`config.mk`:
```
export PLATFORM = sky130hd
export DESIGN_NAME = rx_preamble_strip
export DESIGN_NICKNAME = d
export VERILOG_FILES = /design/src/rtl/rx_preamble_strip.sv
export SDC_FILE = /design/constraint.sdc
export NUM_CORES = 1
export LEC_CHECK = 0
export ABC_AREA = 1
export CAP_MARGIN = 20
export CORE_MARGIN = 3
export CORE_UTILIZATION = 56
export CTS_BUF_LIST = sky130_fd_sc_hd__clkbuf_4 sky130_fd_sc_hd__clkbuf_8 sky130_fd_sc_hd__clkbuf_16
export CTS_CLUSTER_DIAMETER = 150
export CTS_CLUSTER_SIZE = 20
export DETAILED_ROUTE_END_ITERATION = 6
export PLACE_DENSITY_LB_ADDON = 0.12
export SYNTH_ARGS = -nofsm -noshare
export SYNTH_HDL_FRONTEND = slang
export SYNTH_SLANG_ARGS = --single-unit
```
`constraint.sdc`:
```
create_clock -name clk -period 2.1 [get_ports clk]
set_clock_uncertainty 0.1 [all_clocks]
set_input_delay 0.525 -clock clk [delete_from_list [all_inputs] [get_ports clk]]
set_output_delay 0.525 -clock clk [all_outputs]
set_load 0.02 [all_outputs]
```
`src/rtl/rx_preamble_strip.sv`:
```
// rx_preamble_strip: drops 0x55 preamble + 0xD5 SFD and emits frame bytes with sop/eop/error, rx_data cycle n -> stream_out cycle n+2.
// No backpressure: every beat is emitted unconditionally. `define STRICT_PREAMBLE_EN to require exactly seven preamble bytes.
module rx_preamble_strip #(
  parameter int DATA_WIDTH    = 8,
  parameter int MIN_PREAMBLE  = 1,
  parameter int MAX_FRAME_LEN = 1522
) (
  input  logic                  clk,
  input  logic                  rst_n,
  input  logic                  rx_dv,
  input  logic                  rx_er,
  input  logic [DATA_WIDTH-1:0] rx_data,
  output logic                  stream_out_startofpacket,
  output logic                  stream_out_endofpacket,
  output logic                  stream_out_valid,
  output logic [DATA_WIDTH-1:0] stream_out_data,
  output logic                  stream_out_error,
  output logic                  preamble_err
);

  localparam logic [DATA_WIDTH-1:0] PRE_BYTE = DATA_WIDTH'(8'h55);
  localparam logic [DATA_WIDTH-1:0] SFD_BYTE = DATA_WIDTH'(8'hD5);
  localparam logic [15:0]           MAX_LEN  = 16'(MAX_FRAME_LEN);
  localparam logic [3:0]            PRE_SAT  = 4'd15;

  typedef enum logic [1:0] {
    IDLE = 2'd0,
    PRE  = 2'd1,
    DATA = 2'd2,
    DROP = 2'd3
  } state_t;

  state_t                state_q, state_d;
  logic [3:0]            pre_cnt_q, pre_cnt_d;
  logic                  hold_vld_q, hold_vld_d;
  logic [DATA_WIDTH-1:0] hold_dat_q, hold_dat_d;
  logic                  sop_pend_q, sop_pend_d;
  logic                  sticky_err_q, sticky_err_d;
  logic [15:0]           len_cnt_q, len_cnt_d;

  logic                  out_vld_q, out_vld_d;
  logic                  out_sop_q, out_sop_d;
  logic                  out_eop_q, out_eop_d;
  logic                  out_err_q, out_err_d;
  logic [DATA_WIDTH-1:0] out_dat_q, out_dat_d;
  logic                  pre_err_q, pre_err_d;

  logic                  sfd_ok_pre;
  logic                  sfd_ok_idle;

`ifdef STRICT_PREAMBLE_EN
  assign sfd_ok_pre  = (pre_cnt_q == 4'd7);
  assign sfd_ok_idle = 1'b0;
`else
  assign sfd_ok_pre  = ({28'd0, pre_cnt_q} >= 32'(MIN_PREAMBLE));
  assign sfd_ok_idle = (MIN_PREAMBLE == 0);
`endif

  always_comb begin
    state_d      = state_q;
    pre_cnt_d    = pre_cnt_q;
    hold_vld_d   = hold_vld_q;
    hold_dat_d   = hold_dat_q;
    sop_pend_d   = sop_pend_q;
    sticky_err_d = sticky_err_q;
    len_cnt_d    = len_cnt_q;
    out_vld_d    = 1'b0;
    out_sop_d    = 1'b0;
    out_eop_d    = 1'b0;
    out_err_d    = 1'b0;
    out_dat_d    = '0;
    pre_err_d    = 1'b0;

    unique case (state_q)
      IDLE: begin
        if (rx_dv) begin
          if (rx_data == PRE_BYTE) begin
            state_d   = PRE;
            pre_cnt_d = 4'd1;
          end else if ((rx_data == SFD_BYTE) && sfd_ok_idle) begin
            state_d      = DATA;
            sop_pend_d   = 1'b1;
            len_cnt_d    = '0;
            hold_vld_d   = 1'b0;
            sticky_err_d = 1'b0;
          end else begin
            state_d   = DROP;
            pre_err_d = 1'b1;
          end
        end
      end

      PRE: begin
        if (!rx_dv) begin
          state_d = IDLE;
        end else if (rx_er) begin
          state_d   = DROP;
          pre_err_d = 1'b1;
        end else if (rx_data == PRE_BYTE) begin
          if (pre_cnt_q != PRE_SAT) pre_cnt_d = pre_cnt_q + 4'd1;
        end else if ((rx_data == SFD_BYTE) && sfd_ok_pre) begin
          state_d      = DATA;
          sop_pend_d   = 1'b1;
          len_cnt_d    = '0;
          hold_vld_d   = 1'b0;
          sticky_err_d = 1'b0;
        end else begin
          state_d   = DROP;
          pre_err_d = 1'b1;
        end
      end

      DATA: begin
        // The held byte is only known to be last once dv drops or the length cap hits.
        if (!rx_dv) begin
          if (hold_vld_q) begin
            out_vld_d = 1'b1;
            out_dat_d = hold_dat_q;
            out_sop_d = sop_pend_q;
            out_eop_d = 1'b1;
            out_err_d = sticky_err_q;
          end
          hold_vld_d   = 1'b0;
          sticky_err_d = 1'b0;
          sop_pend_d   = 1'b0;
          state_d      = IDLE;
        end else if (len_cnt_q >= MAX_LEN) begin
          if (hold_vld_q) begin
            out_vld_d = 1'b1;
            out_dat_d = hold_dat_q;
            out_sop_d = sop_pend_q;
            out_eop_d = 1'b1;
            out_err_d = 1'b1;
          end
          hold_vld_d   = 1'b0;
          sticky_err_d = 1'b0;
          sop_pend_d   = 1'b0;
          state_d      = DROP;
        end else begin
          if (hold_vld_q) begin
            out_vld_d  = 1'b1;
            out_dat_d  = hold_dat_q;
            out_sop_d  = sop_pend_q;
            sop_pend_d = 1'b0;
          end
          hold_dat_d = rx_data;
          hold_vld_d = 1'b1;
          len_cnt_d  = len_cnt_q + 16'd1;
          if (rx_er) sticky_err_d = 1'b1;
        end
      end

      DROP: begin
        if (!rx_dv) state_d = IDLE;
      end

      default: state_d = DROP;
    endcase
  end

  always_ff @(posedge clk or negedge rst_n) begin
    if (!rst_n) begin
      state_q      <= DROP;
      pre_cnt_q    <= '0;
      hold_vld_q   <= 1'b0;
      hold_dat_q   <= '0;
      sop_pend_q   <= 1'b0;
      sticky_err_q <= 1'b0;
      len_cnt_q    <= '0;
      out_vld_q    <= 1'b0;
      out_sop_q    <= 1'b0;
      out_eop_q    <= 1'b0;
      out_err_q    <= 1'b0;
      out_dat_q    <= '0;
      pre_err_q    <= 1'b0;
    end else begin
      state_q      <= state_d;
      pre_cnt_q    <= pre_cnt_d;
      hold_vld_q   <= hold_vld_d;
      hold_dat_q   <= hold_dat_d;
      sop_pend_q   <= sop_pend_d;
      sticky_err_q <= sticky_err_d;
      len_cnt_q    <= len_cnt_d;
      out_vld_q    <= out_vld_d;
      out_sop_q    <= out_sop_d;
      out_eop_q    <= out_eop_d;
      out_err_q    <= out_err_d;
      out_dat_q    <= out_dat_d;
      pre_err_q    <= pre_err_d;
    end
  end

  assign stream_out_valid         = out_vld_q;
  assign stream_out_startofpacket = out_sop_q;
  assign stream_out_endofpacket   = out_eop_q;
  assign stream_out_error         = out_err_q;
  assign stream_out_data          = out_dat_q;
  assign preamble_err             = pre_err_q;

endmodule

```
Word level (Yosys, flattened, before mapping)
Cells that the tools add are included.
Storage, ports and cells
  register bits: 46
  input bits: 12
  output and inout bits: 13
Operators by class
  $add $sub $neg: 2
  $lt $le $gt $ge: 2
  equal/unequal tests: 21
  multiplexer cells: 62
  bitwise operators: 1
  reduce and logical (&&, ||, !) cells: 11
Operator list (count)
  16-bit two-way mux: 6
  1-bit two-way mux: 33
  16-bit one-hot mux with 2 select lines: 1
  4-bit two-way mux: 6
  2-bit inequality test (second input constant): 11
  16-bit by 1-bit adder with 16-bit output (second input constant): 1
  16-bit by 11-bit greater-or-equal comparator with 1-bit output (second input constant): 1
  2-bit two-way mux: 8
  8-bit two-way mux: 2
  4-bit inequality test (second input constant): 4
  7-bit AND reduction: 2
  6-bit AND reduction: 2
  8-bit by 7-bit equality test with 1-bit output (second input constant): 1
  8-bit equality test (second input constant): 1
  1-bit one-hot mux with 2 select lines: 4
  2-bit one-hot mux with 4 select lines: 1
  4-bit one-hot mux with 2 select lines: 1
  5-bit AND reduction: 1
  4-bit by 1-bit adder with 4-bit output (second input constant): 1
  2-bit equality test (second input constant): 2
  4-bit by 1-bit greater-or-equal comparator with 1-bit output (second input constant): 1
  4-bit AND reduction: 1
  2-bit nonzero test: 2
  3-bit inequality test (second input constant): 1
  5 further kinds: 5

Longest topological paths before layout
Gate-level depths: netlist (run 1).
  depth after elaboration: 7
  gate-level depth with buffers: 13
  mapped depth without buffers: 12

Worst setup path before layout (run 1)
OpenSTA, ideal clock, no wires.
  path kind: reg2reg
  from: register state_q[1]
  to: register pre_cnt_q[0]
  arrival: 1569 ps
  slack: 290 ps
  stages on the path, launching flop included: 8
  clock period less this slack: 1810 ps
  cells stage by stage: dfstp_2 inv_1 ha_1 buf_2 o21ai_0 o2111ai_1 nand2_1 o21ai_0
Between the ends
  word-level cells in the longest chain between the ends: 3
Ends and longest elaborated chain
  from (decl): RTL line 33  | state_t state_q, state_d;
  from (signal assigned): RTL line 177  | state_q <= state_d;
  2-bit by 1-bit equality test with 1-bit output or 2-bit logical NOT (tied branches): RTL line 74  | unique case (state_q)
  2-bit inequality test (no line) or 2-bit nonzero test (tied branches)
  7-bit AND reduction (no line)
  to (signal assigned): RTL line 178  | pre_cnt_q <= pre_cnt_d;
  to (decl): RTL line 34  | logic [3:0] pre_cnt_q, pre_cnt_d;
Parallel ways exist; a longest one is shown, timed or not.
A chain may end at the register's enable or synchronous reset.

Worst setup path in the final report (run 1)
  from: input rx_data[2]
  to: register len_cnt_q[4]
Between the ends
  word-level cells in the longest chain between the ends: 4
Ends and longest elaborated chain
  from (decl): RTL line 12  | input logic [DATA_WIDTH-1:0] rx_data,
  8-bit equality test: RTL line 101  | end else if ((rx_data == SFD_BYTE) && sfd_ok_pre) begin
  1-bit logical AND: RTL line 101
  2-bit inequality test (no line)
  7-bit AND reduction (no line) (*)
  to (signal assigned): RTL line 183  | len_cnt_q <= len_cnt_d;
  to (decl): RTL line 39  | logic [15:0] len_cnt_q, len_cnt_d;
Mark *: on every way between the ends. The rest lies on a longest branch, timed or not.

==> flow_summary.html, run 1 <==
<table>
<tr><th>Metric</th><th>Value</th></tr>
<tr><th colspan="2">Global route</th></tr>
<tr><td>Total congestion overflow after global routing</td><td>0</td></tr>
<tr><td>Vias in the first global route</td><td>1841</td></tr>
<tr><td>Overall routing resource usage</td><td>around a fifth</td></tr>
<tr><td>Antenna violations before repair</td><td>0</td></tr>
<tr><td>Pin count of the biggest net entering global routing</td><td>28</td></tr>
<tr><td>Wire length of the first global-routing pass</td><td>between 8000 and 9000 um</td></tr>
<tr><th colspan="2">Timing</th></tr>
<tr><td>Hold violation count in the final report</td><td>0</td></tr>
<tr><td>Maximum clock frequency</td><td>0.510 GHz</td></tr>
<tr><td>Worst-margin pin slew</td><td>456 ps</td></tr>
<tr><td>Final setup violation count</td><td>0</td></tr>
<tr><td>Final cycle utilization of the critical path</td><td>slightly above 90%</td></tr>
<tr><td>Hold slack</td><td>about 55 ps</td></tr>
<tr><td>Final total negative setup slack</td><td>0 ps</td></tr>
<tr><td>Max-slew violation count</td><td>0</td></tr>
<tr><td>Post-route setup slack</td><td>141 ps</td></tr>
<tr><td>Max-slew headroom</td><td>a little over two thirds</td></tr>
<tr><td>Fin crit period</td><td>1960 ps</td></tr>
<tr><td>RSZ-0062 raised after global routing</td><td>no</td></tr>
<tr><th colspan="2">Synthesis</th></tr>
<tr><td>Post-Syn Instances</td><td>290</td></tr>
<tr><td>Sequential share of the synthesized area</td><td>48.1%</td></tr>
<tr><td>Distinct cell type count after synthesis</td><td>28</td></tr>
<tr><td>Proportion of netlist area held by the largest area contributor</td><td>45.9%</td></tr>
<tr><td>Synth async-reset ratio</td><td>100%</td></tr>
<tr><td>Syn nets</td><td>311</td></tr>
<tr><td>Most instantiated cells after synthesis</td><td>nand2_1 (77), inv_1 (47), dfrtp_1 (44)</td></tr>
<tr><td>Avg Inst Size Synth</td><td>slightly above 8 sq um</td></tr>
<tr><td>Yosys warnings</td><td>0</td></tr>
<tr><td>Cell type with the largest total area after synthesis</td><td>dfrtp_1</td></tr>
<tr><td>Number of enable-type register cells in the synthesized netlist</td><td>0</td></tr>
<tr><td>Total of flip-flops plus latches after synthesis</td><td>46</td></tr>
<tr><td>Prevailing post-synth register cell</td><td>dfrtp_1</td></tr>
<tr><td>Post-synthesis instance area</td><td>between 0.002 and 0.0025 sq mm</td></tr>
<tr><td>Area contributors post-synth</td><td>dfrtp_1 (46%), nand2_1 (12%), inv_1 (7.4%), nand3_1 (4.8%), ha_1 (4.7%)</td></tr>
<tr><td>Most instantiated library cell after synthesis</td><td>nand2_1</td></tr>
<tr><th colspan="2">Clocking</th></tr>
<tr><td>Hold_buf cts</td><td>0</td></tr>
<tr><td>Clock tree root driver cell</td><td>clkbuf_8</td></tr>
<tr><td>Count of clock tree sinks</td><td>46</td></tr>
<tr><td>Number of H-tree branching levels</td><td>2</td></tr>
<tr><td>Clock latency on the worst-skew pair</td><td>roughly 300 ps</td></tr>
<tr><td>Post-cts gate resize count</td><td>0</td></tr>
<tr><td>TritonCTS clock tree</td><td>yes</td></tr>
<tr><td>Clock-pin transition on the worst setup and hold timing paths</td><td>90 ps</td></tr>
<tr><td>Number of buffers added for setup after CTS</td><td>0</td></tr>
<tr><td>Worst-case clock buffer depth</td><td>2</td></tr>
<tr><td>Number of buffers created by CTS</td><td>5</td></tr>
<tr><th colspan="2">Layout</th></tr>
<tr><td>Filler-free cell count of the finished design</td><td>378</td></tr>
<tr><td>Area of all placed cells without fillers</td><td>around 0.0028 sq mm</td></tr>
<tr><td>Share of layout cells above drive strength 1</td><td>10.7%</td></tr>
<tr><td>Diodes inserted</td><td>0</td></tr>
<tr><td>Layout Utilization</td><td>between 60% and 70%</td></tr>
<tr><td>Final nets</td><td>348</td></tr>
<tr><td>Layout Area Growth over Synthesis</td><td>18.2%</td></tr>
<tr><th colspan="2">Outcome</th></tr>
<tr><td>Run status</td><td>finished, final reports clean</td></tr>
<tr><th colspan="2">Die</th></tr>
<tr><td>IO Pins</td><td>25</td></tr>
<tr><td>Height of the die</td><td>approximately 71 um</td></tr>
<tr><td>Number of core rows</td><td>23</td></tr>
<tr><td>Horizontal die dimension</td><td>between 70 and 80 um</td></tr>
<tr><td>Area of the core region</td><td>0.00406 sq mm</td></tr>
<tr><td>Total die area</td><td>~0.0051 sq mm</td></tr>
<tr><td>Initial core utilization</td><td>roughly 60%</td></tr>
<tr><th colspan="2">Power</th></tr>
<tr><td>IR Drop Worst-Case VDD</td><td>~0.44 mV</td></tr>
<tr><td>Combinational Power Share</td><td>41.4%</td></tr>
<tr><td>Internal Pwr Total</td><td>1.77 mW</td></tr>
<tr><td>Net switching power</td><td>1.18 mW</td></tr>
<tr><td>Total Power</td><td>slightly below 3 mW</td></tr>
<tr><td>Switching part of the total power</td><td>around two fifths</td></tr>
<tr><td>Static Leak</td><td>1.50 nW</td></tr>
<tr><td>Power density normalized to cell area</td><td>between 1000 and 1500 mW/mm^2</td></tr>
<tr><td>Clock power frac</td><td>a little under a fifth</td></tr>
<tr><td>Register share of total power</td><td>40.3%</td></tr>
<tr><th colspan="2">Flow run</th></tr>
<tr><td>Number of max-capacitance violations reported</td><td>0</td></tr>
<tr><th colspan="2">Detailed routing</th></tr>
<tr><td>Final routed wire length divided by cell count</td><td>12.0 um</td></tr>
<tr><td>Number of detailed-routing iterations run before antenna repair</td><td>4</td></tr>
<tr><td>Number of nets with antenna violations after detailed routing</td><td>0</td></tr>
<tr><td>Number of vias after detailed routing</td><td>between 1500 and 2000</td></tr>
<tr><td>Detailed router's first-iteration violation count</td><td>114</td></tr>
<tr><td>DR vias/cell</td><td>4.87</td></tr>
<tr><td>Detailed Route WL</td><td>4550 um</td></tr>
<tr><td>Residual DRC count</td><td>0</td></tr>
<tr><th colspan="2">Place</th></tr>
<tr><td>Final weighted congestion in routability-driven placement</td><td>0.840</td></tr>
<tr><td>Number of buffers inserted by port buffering</td><td>24</td></tr>
<tr><td>HPWL after DPL</td><td>approximately 3300 um</td></tr>
<tr><td>Post-placement cell count</td><td>370</td></tr>
<tr><td>Post-detailed-placement cell area</td><td>0.00274 sq mm</td></tr>
<tr><td>Pre-CTS worst setup slack</td><td>-191 ps</td></tr>
<tr><th colspan="2">Critical path</th></tr>
<tr><td>Category of the worst setup path launch point</td><td>input pin</td></tr>
<tr><td>Critical Path AT</td><td>about 2100 ps</td></tr>
<tr><td>Count of cells along the worst register-to-register path</td><td>7</td></tr>
<tr><td>Critical path startpoint</td><td>rx_data[2]</td></tr>
<tr><td>Highest net fanout along the worst path</td><td>11</td></tr>
<tr><td>R2R Path Start</td><td>state_q[1]$_DFFE_PN1P_</td></tr>
<tr><td>Type of the worst setup path</td><td>input pin to flop</td></tr>
<tr><td>Critical path endpoint category</td><td>flop</td></tr>
<tr><td>Worst Path Required</td><td>2200 ps</td></tr>
<tr><th colspan="2">Min path</th></tr>
<tr><td>Classification of the worst-slack hold path</td><td>input pin to asynchronous set/reset pin</td></tr>
</table>
## cells by family (layout without fill, tap and decap cells)
kind of cell / after synthesis / after routing / synth area share [%]
AOI/OAI and AO/OA: 32 / 32 / 7.67
and+or+nand+nor: 142 / 142 / 27.1
adders and majority gates: 9 / 9 / 4.69
DFF: 46 / 46 / 48.1
xor gates and xnor gates: 7 / 7 / 2.56
buffers and inverters: 54 / 92 / 9.91
## state kept, by name, summed over array words and instances, names as in the netlist
| register | cells |
|---|---|
| stream_out_valid | 1 |
| sop_pend_q | 1 |
| preamble_err | 1 |
| len_cnt_q | 16 |
| stream_out_startofpacket | 1 |
| state_q | 2 |
| stream_out_data | 8 |
| hold_vld_q | 1 |
| stream_out_endofpacket | 1 |
| hold_dat_q | 8 |
| sticky_err_q | 1 |
| pre_cnt_q | 4 |
| stream_out_error | 1 |
## final timing paths
kind / endpoint / slack, ps
hold / removal: hold_dat_q[6]$_DFFE_PN0P_ / 60
setup / recovery: len_cnt_q[4]$_DFFE_PN0P_ / 140
setup reg to reg: hold_dat_q[6]$_DFFE_PN0P_ / 200
max in group asynchronous: pre_cnt_q[3]$_DFFE_PN0P_ / 1340
min in group clk: sop_pend_q$_DFFE_PN0P_ / 390
hold reg to reg: sop_pend_q$_DFFE_PN0P_ / 390
## layout by cell type, fill, tap and decap left out, drive strengths merged
cell	synthesis	routed
nor3	1	1
o2111ai	2	2
nand2	81	81
inv	48	48
clkinv	0	2
clkdlybuf4s50	0	23
clkbuf	0	5
dfstp	2	2
a21boi	2	2
clkinvlp	0	1
buf	6	13
a21oi	4	4
nand4	3	3
dfrtp	44	44
ha	9	9
xnor2	1	1
nand3b	2	2
xor2	6	6
nor2	30	30
nand3	25	25
o21ai	24	24
## per-layer routing
layer | global-route usage [%] | share of wire, %
met5 | 0 | 0
met4 | 7.72 | 1.7
met3 | 5.47 | 4.9
met2 | 33.4 | 48
met1 | 25.1 | 45
## critical path, cell delays in order
cell and delay [ps]:
clkdlybuf4s50_1 480, nand2_1 110, nor2_4 150, nand3_1 90, nand2_1 140, nand3_4 120
nor2_8 120, nand2_2 160, nand2_1 110, nand2_1 60
## final cells by class
cell class              count  area, sq um
multi-input cells         190         1010
clock buffers               5         68.8
clock inverters             3         21.3
repair buffers             36          338
fillers                   326         1220
well taps                  50         62.6
inverters                  48          180
flip-flops and latches     46         1150
## power by group through the flow
| stage | logic [mW] | clock network (mW) | registers, mW |
|---|---|---|---|
| after floorplan | 0.878 | 0 | 1.21 |
| after global placement | 1.19 | 0 | 1.19 |
| after detailed placement | 1.22 | 0 | 1.20 |
| after CTS | 1.23 | 0.557 | 1.19 |
| after global routing | 1.40 | 0.602 | 1.21 |
| final | 1.22 | 0.542 | 1.19 |
Note: power is estimated with default switching activity, not from simulation.
==> inputs of run 2 (changes only) <==
--- a/config.mk
+++ b/config.mk
@@ -7,7 +7,6 @@
 export LEC_CHECK = 0
 export ABC_AREA = 1
 export CAP_MARGIN = 20
-export CORE_MARGIN = 3
 export CORE_UTILIZATION = 56
 export CTS_BUF_LIST = sky130_fd_sc_hd__clkbuf_4 sky130_fd_sc_hd__clkbuf_8 sky130_fd_sc_hd__clkbuf_16
 export CTS_CLUSTER_DIAMETER = 150
==> flow_summary.html, run 2 (synthesis gave the netlist of run 1 again) <==
<table>
<tr><th>Metric</th><th>Value</th></tr>
<tr><th colspan="2">Outcome</th></tr>
<tr><td>Run status</td><td>finished, final reports clean (unchanged)</td></tr>
<tr><th colspan="2">Clocking</th></tr>
<tr><td>Clock-pin transition on the worst setup and hold timing paths</td><td>80 ps (was 90 ps)</td></tr>
<tr><td>Count of clock tree sinks</td><td>46 (unchanged)</td></tr>
<tr><td>Post-cts gate resize count</td><td>0 (unchanged)</td></tr>
<tr><td>Clock tree root driver cell</td><td>clkbuf_8 (unchanged)</td></tr>
<tr><td>Hold_buf cts</td><td>0 (unchanged)</td></tr>
<tr><td>Worst-case clock buffer depth</td><td>2 (unchanged)</td></tr>
<tr><td>Clock latency on the worst-skew pair</td><td>300 ps (about the same)</td></tr>
<tr><td>Number of buffers created by CTS</td><td>5 (unchanged)</td></tr>
<tr><td>Number of buffers added for setup after CTS</td><td>0 (unchanged)</td></tr>
<tr><td>TritonCTS clock tree</td><td>yes (unchanged)</td></tr>
<tr><td>Number of H-tree branching levels</td><td>2 (unchanged)</td></tr>
<tr><th colspan="2">Global route</th></tr>
<tr><td>Met1 routing resource usage after global routing</td><td>28.8% (was 25.1%)</td></tr>
<tr><td>Wire length of the first global-routing pass</td><td>7640 um (was 8090 um)</td></tr>
<tr><td>Global Route met3 Usage</td><td>4.05% (was 5.47%)</td></tr>
<tr><td>Overall routing resource usage</td><td>22.9% (was 20.1%)</td></tr>
<tr><td>Antenna violations before repair</td><td>0 (unchanged)</td></tr>
<tr><td>Total congestion overflow after global routing</td><td>0 (unchanged)</td></tr>
<tr><td>Vias in the first global route</td><td>1806 (was 1841)</td></tr>
<tr><td>Pin count of the biggest net entering global routing</td><td>27 (was 28)</td></tr>
<tr><td>Met2 Resource Use GR</td><td>38.0% (was 33.4%)</td></tr>
<tr><td>Most used routing layer in global routing</td><td>met2 (unchanged)</td></tr>
<tr><th colspan="2">Power</th></tr>
<tr><td>Total Power</td><td>3.04 mW (was 2.95 mW)</td></tr>
<tr><td>Static Leak</td><td>1.51 nW (was 1.50 nW)</td></tr>
<tr><td>Power density normalized to cell area</td><td>1070 mW/mm^2 (was 1040 mW/mm^2)</td></tr>
<tr><td>IR Drop Worst-Case VDD</td><td>0.515 mV (was 0.438 mV)</td></tr>
<tr><th colspan="2">Layout</th></tr>
<tr><td>Final nets</td><td>348 (unchanged)</td></tr>
<tr><td>FF+latch area</td><td>0.00115 sq mm (unchanged)</td></tr>
<tr><td>Diodes inserted</td><td>0 (unchanged)</td></tr>
<tr><td>Most common cell after layout, fill and taps aside</td><td>nand2_1 (unchanged)</td></tr>
<tr><td>Max FFs per register</td><td>16 (unchanged)</td></tr>
<tr><td>Area of the multi-input gates</td><td>0.00101 sq mm (unchanged)</td></tr>
<tr><td>Layout Area Growth over Synthesis</td><td>18.9% (was 18.2%)</td></tr>
<tr><td>Most frequent cells in the layout</td><td>nand2_1 (77), inv_1 (47), dfrtp_1 (44) (unchanged)</td></tr>
<tr><td>Layout Utilization</td><td>70.3% (was 69.8%)</td></tr>
<tr><td>Layout filler cell count</td><td>330 (was 326)</td></tr>
<tr><td>Share of layout cells above drive strength 1</td><td>10.7% (unchanged)</td></tr>
<tr><td>Area of all placed cells without fillers</td><td>0.00285 sq mm (was 0.00283 sq mm)</td></tr>
<tr><td>Register with the highest flop count</td><td>len_cnt_q (unchanged)</td></tr>
<tr><th colspan="2">Critical path</th></tr>
<tr><td>Critical Path AT</td><td>2010 ps (was 2060 ps)</td></tr>
<tr><td>Worst Path Required</td><td>2190 ps (was 2200 ps)</td></tr>
<tr><td>Count of cells along the worst register-to-register path</td><td>7 (unchanged)</td></tr>
<tr><td>Highest net fanout along the worst path</td><td>13 (was 11)</td></tr>
<tr><td>R2R Path Start</td><td>state_q[0]$_DFFE_PN1P_ (was state_q[1]$_DFFE_PN1P_)</td></tr>
<tr><td>Category of the worst setup path launch point</td><td>flop (was input pin)</td></tr>
<tr><td>Type of the worst setup path</td><td>flop to flop (was input pin to flop)</td></tr>
<tr><td>CP max stage delay</td><td>580 ps (was 480 ps)</td></tr>
<tr><td>Terminus of the critical flop-to-flop path</td><td>hold_vld_q$_DFFE_PN0P_ (was hold_dat_q[6]$_DFFE_PN0P_)</td></tr>
<tr><td>Critical path endpoint category</td><td>flop (unchanged)</td></tr>
<tr><td>Series of cell instances along the critical path</td><td>inv_1, ha_1, nor2_1, nor2_8, buf_4, nand2_1, o21ai_0 (was clkdlybuf4s50_1, nand2_1, nor2_4, nand3_1, nand2_1, nand3_4, nor2_8, nand2_2, nand2_1, nand2_1)</td></tr>
<tr><td>Reg-to-reg setup timing slack</td><td>180 ps (was 200 ps)</td></tr>
<tr><td>Cell with the biggest individual delay on the critical path</td><td>dfstp_2 (was clkdlybuf4s50_1)</td></tr>
<tr><th colspan="2">Place</th></tr>
<tr><td>Final weighted congestion in routability-driven placement</td><td>0.805 (was 0.840)</td></tr>
<tr><td>HPWL after DPL</td><td>3190 um (was 3270 um)</td></tr>
<tr><td>Pre-CTS worst setup slack</td><td>-134 ps (was -191 ps)</td></tr>
<tr><td>Number of buffers inserted by port buffering</td><td>24 (unchanged)</td></tr>
<tr><td>Post-detailed-placement cell area</td><td>0.00274 sq mm (unchanged)</td></tr>
<tr><th colspan="2">Die</th></tr>
<tr><td>Number of core rows</td><td>23 (unchanged)</td></tr>
<tr><td>Initial core utilization</td><td>59.1% (unchanged)</td></tr>
<tr><td>Height of the die</td><td>67.4 um (was 71.4 um)</td></tr>
<tr><td>IO Pins</td><td>25 (unchanged)</td></tr>
<tr><td>Total die area</td><td>0.00455 sq mm (was 0.00510 sq mm)</td></tr>
<tr><td>Area of the core region</td><td>0.00406 sq mm (unchanged)</td></tr>
<tr><td>Horizontal die dimension</td><td>67.4 um (was 71.4 um)</td></tr>
<tr><th colspan="2">Timing</th></tr>
<tr><td>Max-slew violation count</td><td>0 (unchanged)</td></tr>
<tr><td>RSZ-0062 raised after global routing</td><td>no (unchanged)</td></tr>
<tr><td>Max-slew headroom</td><td>67.8% (was 69.6%)</td></tr>
<tr><td>Maximum clock frequency</td><td>0.521 GHz (was 0.510 GHz)</td></tr>
<tr><td>Hold violation count in the final report</td><td>0 (unchanged)</td></tr>
<tr><td>Fin crit period</td><td>1920 ps (was 1960 ps)</td></tr>
<tr><td>Post-route setup slack</td><td>179 ps (was 141 ps)</td></tr>
<tr><td>Final setup violation count</td><td>0 (unchanged)</td></tr>
<tr><td>Worst-margin pin slew</td><td>483 ps (was 456 ps)</td></tr>
<tr><td>Hold slack</td><td>69.7 ps (was 55.4 ps)</td></tr>
<tr><td>Final cycle utilization of the critical path</td><td>91.5% (was 93.3%)</td></tr>
<tr><th colspan="2">Detailed routing</th></tr>
<tr><td>Final routed wire length divided by cell count</td><td>11.5 um (was 12.0 um)</td></tr>
<tr><td>Detailed Route WL</td><td>4330 um (was 4550 um)</td></tr>
<tr><td>Detailed router's first-iteration violation count</td><td>110 (was 114)</td></tr>
<tr><td>DR vias/cell</td><td>4.98 (was 4.87)</td></tr>
<tr><td>Number of nets with antenna violations after detailed routing</td><td>0 (unchanged)</td></tr>
<tr><td>Number of detailed-routing iterations run before antenna repair</td><td>4 (unchanged)</td></tr>
<tr><td>Residual DRC count</td><td>0 (unchanged)</td></tr>
<tr><td>Number of vias after detailed routing</td><td>1883 (was 1842)</td></tr>
<tr><th colspan="2">Flow run</th></tr>
<tr><td>Number of max-capacitance violations reported</td><td>0 (unchanged)</td></tr>
<tr><th colspan="2">Min path</th></tr>
<tr><td>Classification of the worst-slack hold path</td><td>input pin to asynchronous set/reset pin (unchanged)</td></tr>
</table>
## run 2: cell types whose count changed in the layout (fill, tap and decap cells not counted)
cell        delta
bufinv_16      +1
clkinv_2       +1
clkinvlp_4     -1
clkinv_4       -1
## run 2: stage by stage
step	setup TNS (ps)	cells
6_report	0	378
3_3_place_gp	-1820	370
2_1_floorplan	0	290
4_1_cts	0	378
3_5_place_dp	-2390	370
5_1_grt	0	378
## run 2: power breakdown
group	total (mW)	switching (mW)	internal (mW)
registers	1.18	0.109	1.07
logic	1.22	0.754	0.463
clock network	0.643	0.292	0.350
## run 2: final cells by class
type	instances	area share, %
flip-flops and latches	46	40.4
multi-input cells	190	35.4
repair buffers	36	11.8
inverters	48	6.32
clock buffers	5	2.41
well taps	50	2.19
clock inverters	3	1.40
## run 2: worst max-delay path by stage
| stage | to | cells after the start | slack (ps) | from |
|---|---|---|---|---|
| after floorplan | pre_cnt_q[0]$_DFFE_PN0P_ | 7 | 290 | state_q[1]$_DFFE_PN1P_ |
| after global placement | len_cnt_q[4]$_DFFE_PN0P_ | 10 | -110 | rx_data[2] |
| after detailed placement | len_cnt_q[15]$_DFFE_PN0P_ | 9 | -130 | rx_data[0] |
| after CTS | hold_vld_q$_DFFE_PN0P_ | 7 | 90 | state_q[0]$_DFFE_PN1P_ |
| after global routing | len_cnt_q[6]$_DFFE_PN0P_ | 10 | 60 | rx_data[0] |
| final | hold_vld_q$_DFFE_PN0P_ | 7 | 180 | state_q[0]$_DFFE_PN1P_ |
## run 2: per-layer routing
metal | wire length [um] | part of all wire (%)
met1 | 2030 | 47
met2 | 2060 | 47
met3 | 159 | 3.7
met4 | 85 | 2.0
met5 | 0 | 0
## run 2: critical path, delay by kind of cell (launching register included)
kind / cells / cell delay (ps)
AOI/OAI and AO/OA: 1 / 80
adders and majority gates: 1 / 290
buffers and inverters: 2 / 260
DFF: 1 / 580
and+or+nand+nor: 3 / 490
==> inputs of run 3 (changes only) <==
--- a/config.mk
+++ b/config.mk
@@ -10,7 +10,6 @@
 export CORE_UTILIZATION = 56
 export CTS_BUF_LIST = sky130_fd_sc_hd__clkbuf_4 sky130_fd_sc_hd__clkbuf_8 sky130_fd_sc_hd__clkbuf_16
 export CTS_CLUSTER_DIAMETER = 150
-export CTS_CLUSTER_SIZE = 20
 export DETAILED_ROUTE_END_ITERATION = 6
 export PLACE_DENSITY_LB_ADDON = 0.12
 export SYNTH_ARGS = -nofsm -noshare
==> results of run 3 <==
The final DEF is identical to that of run 2; final timing and power are the same.
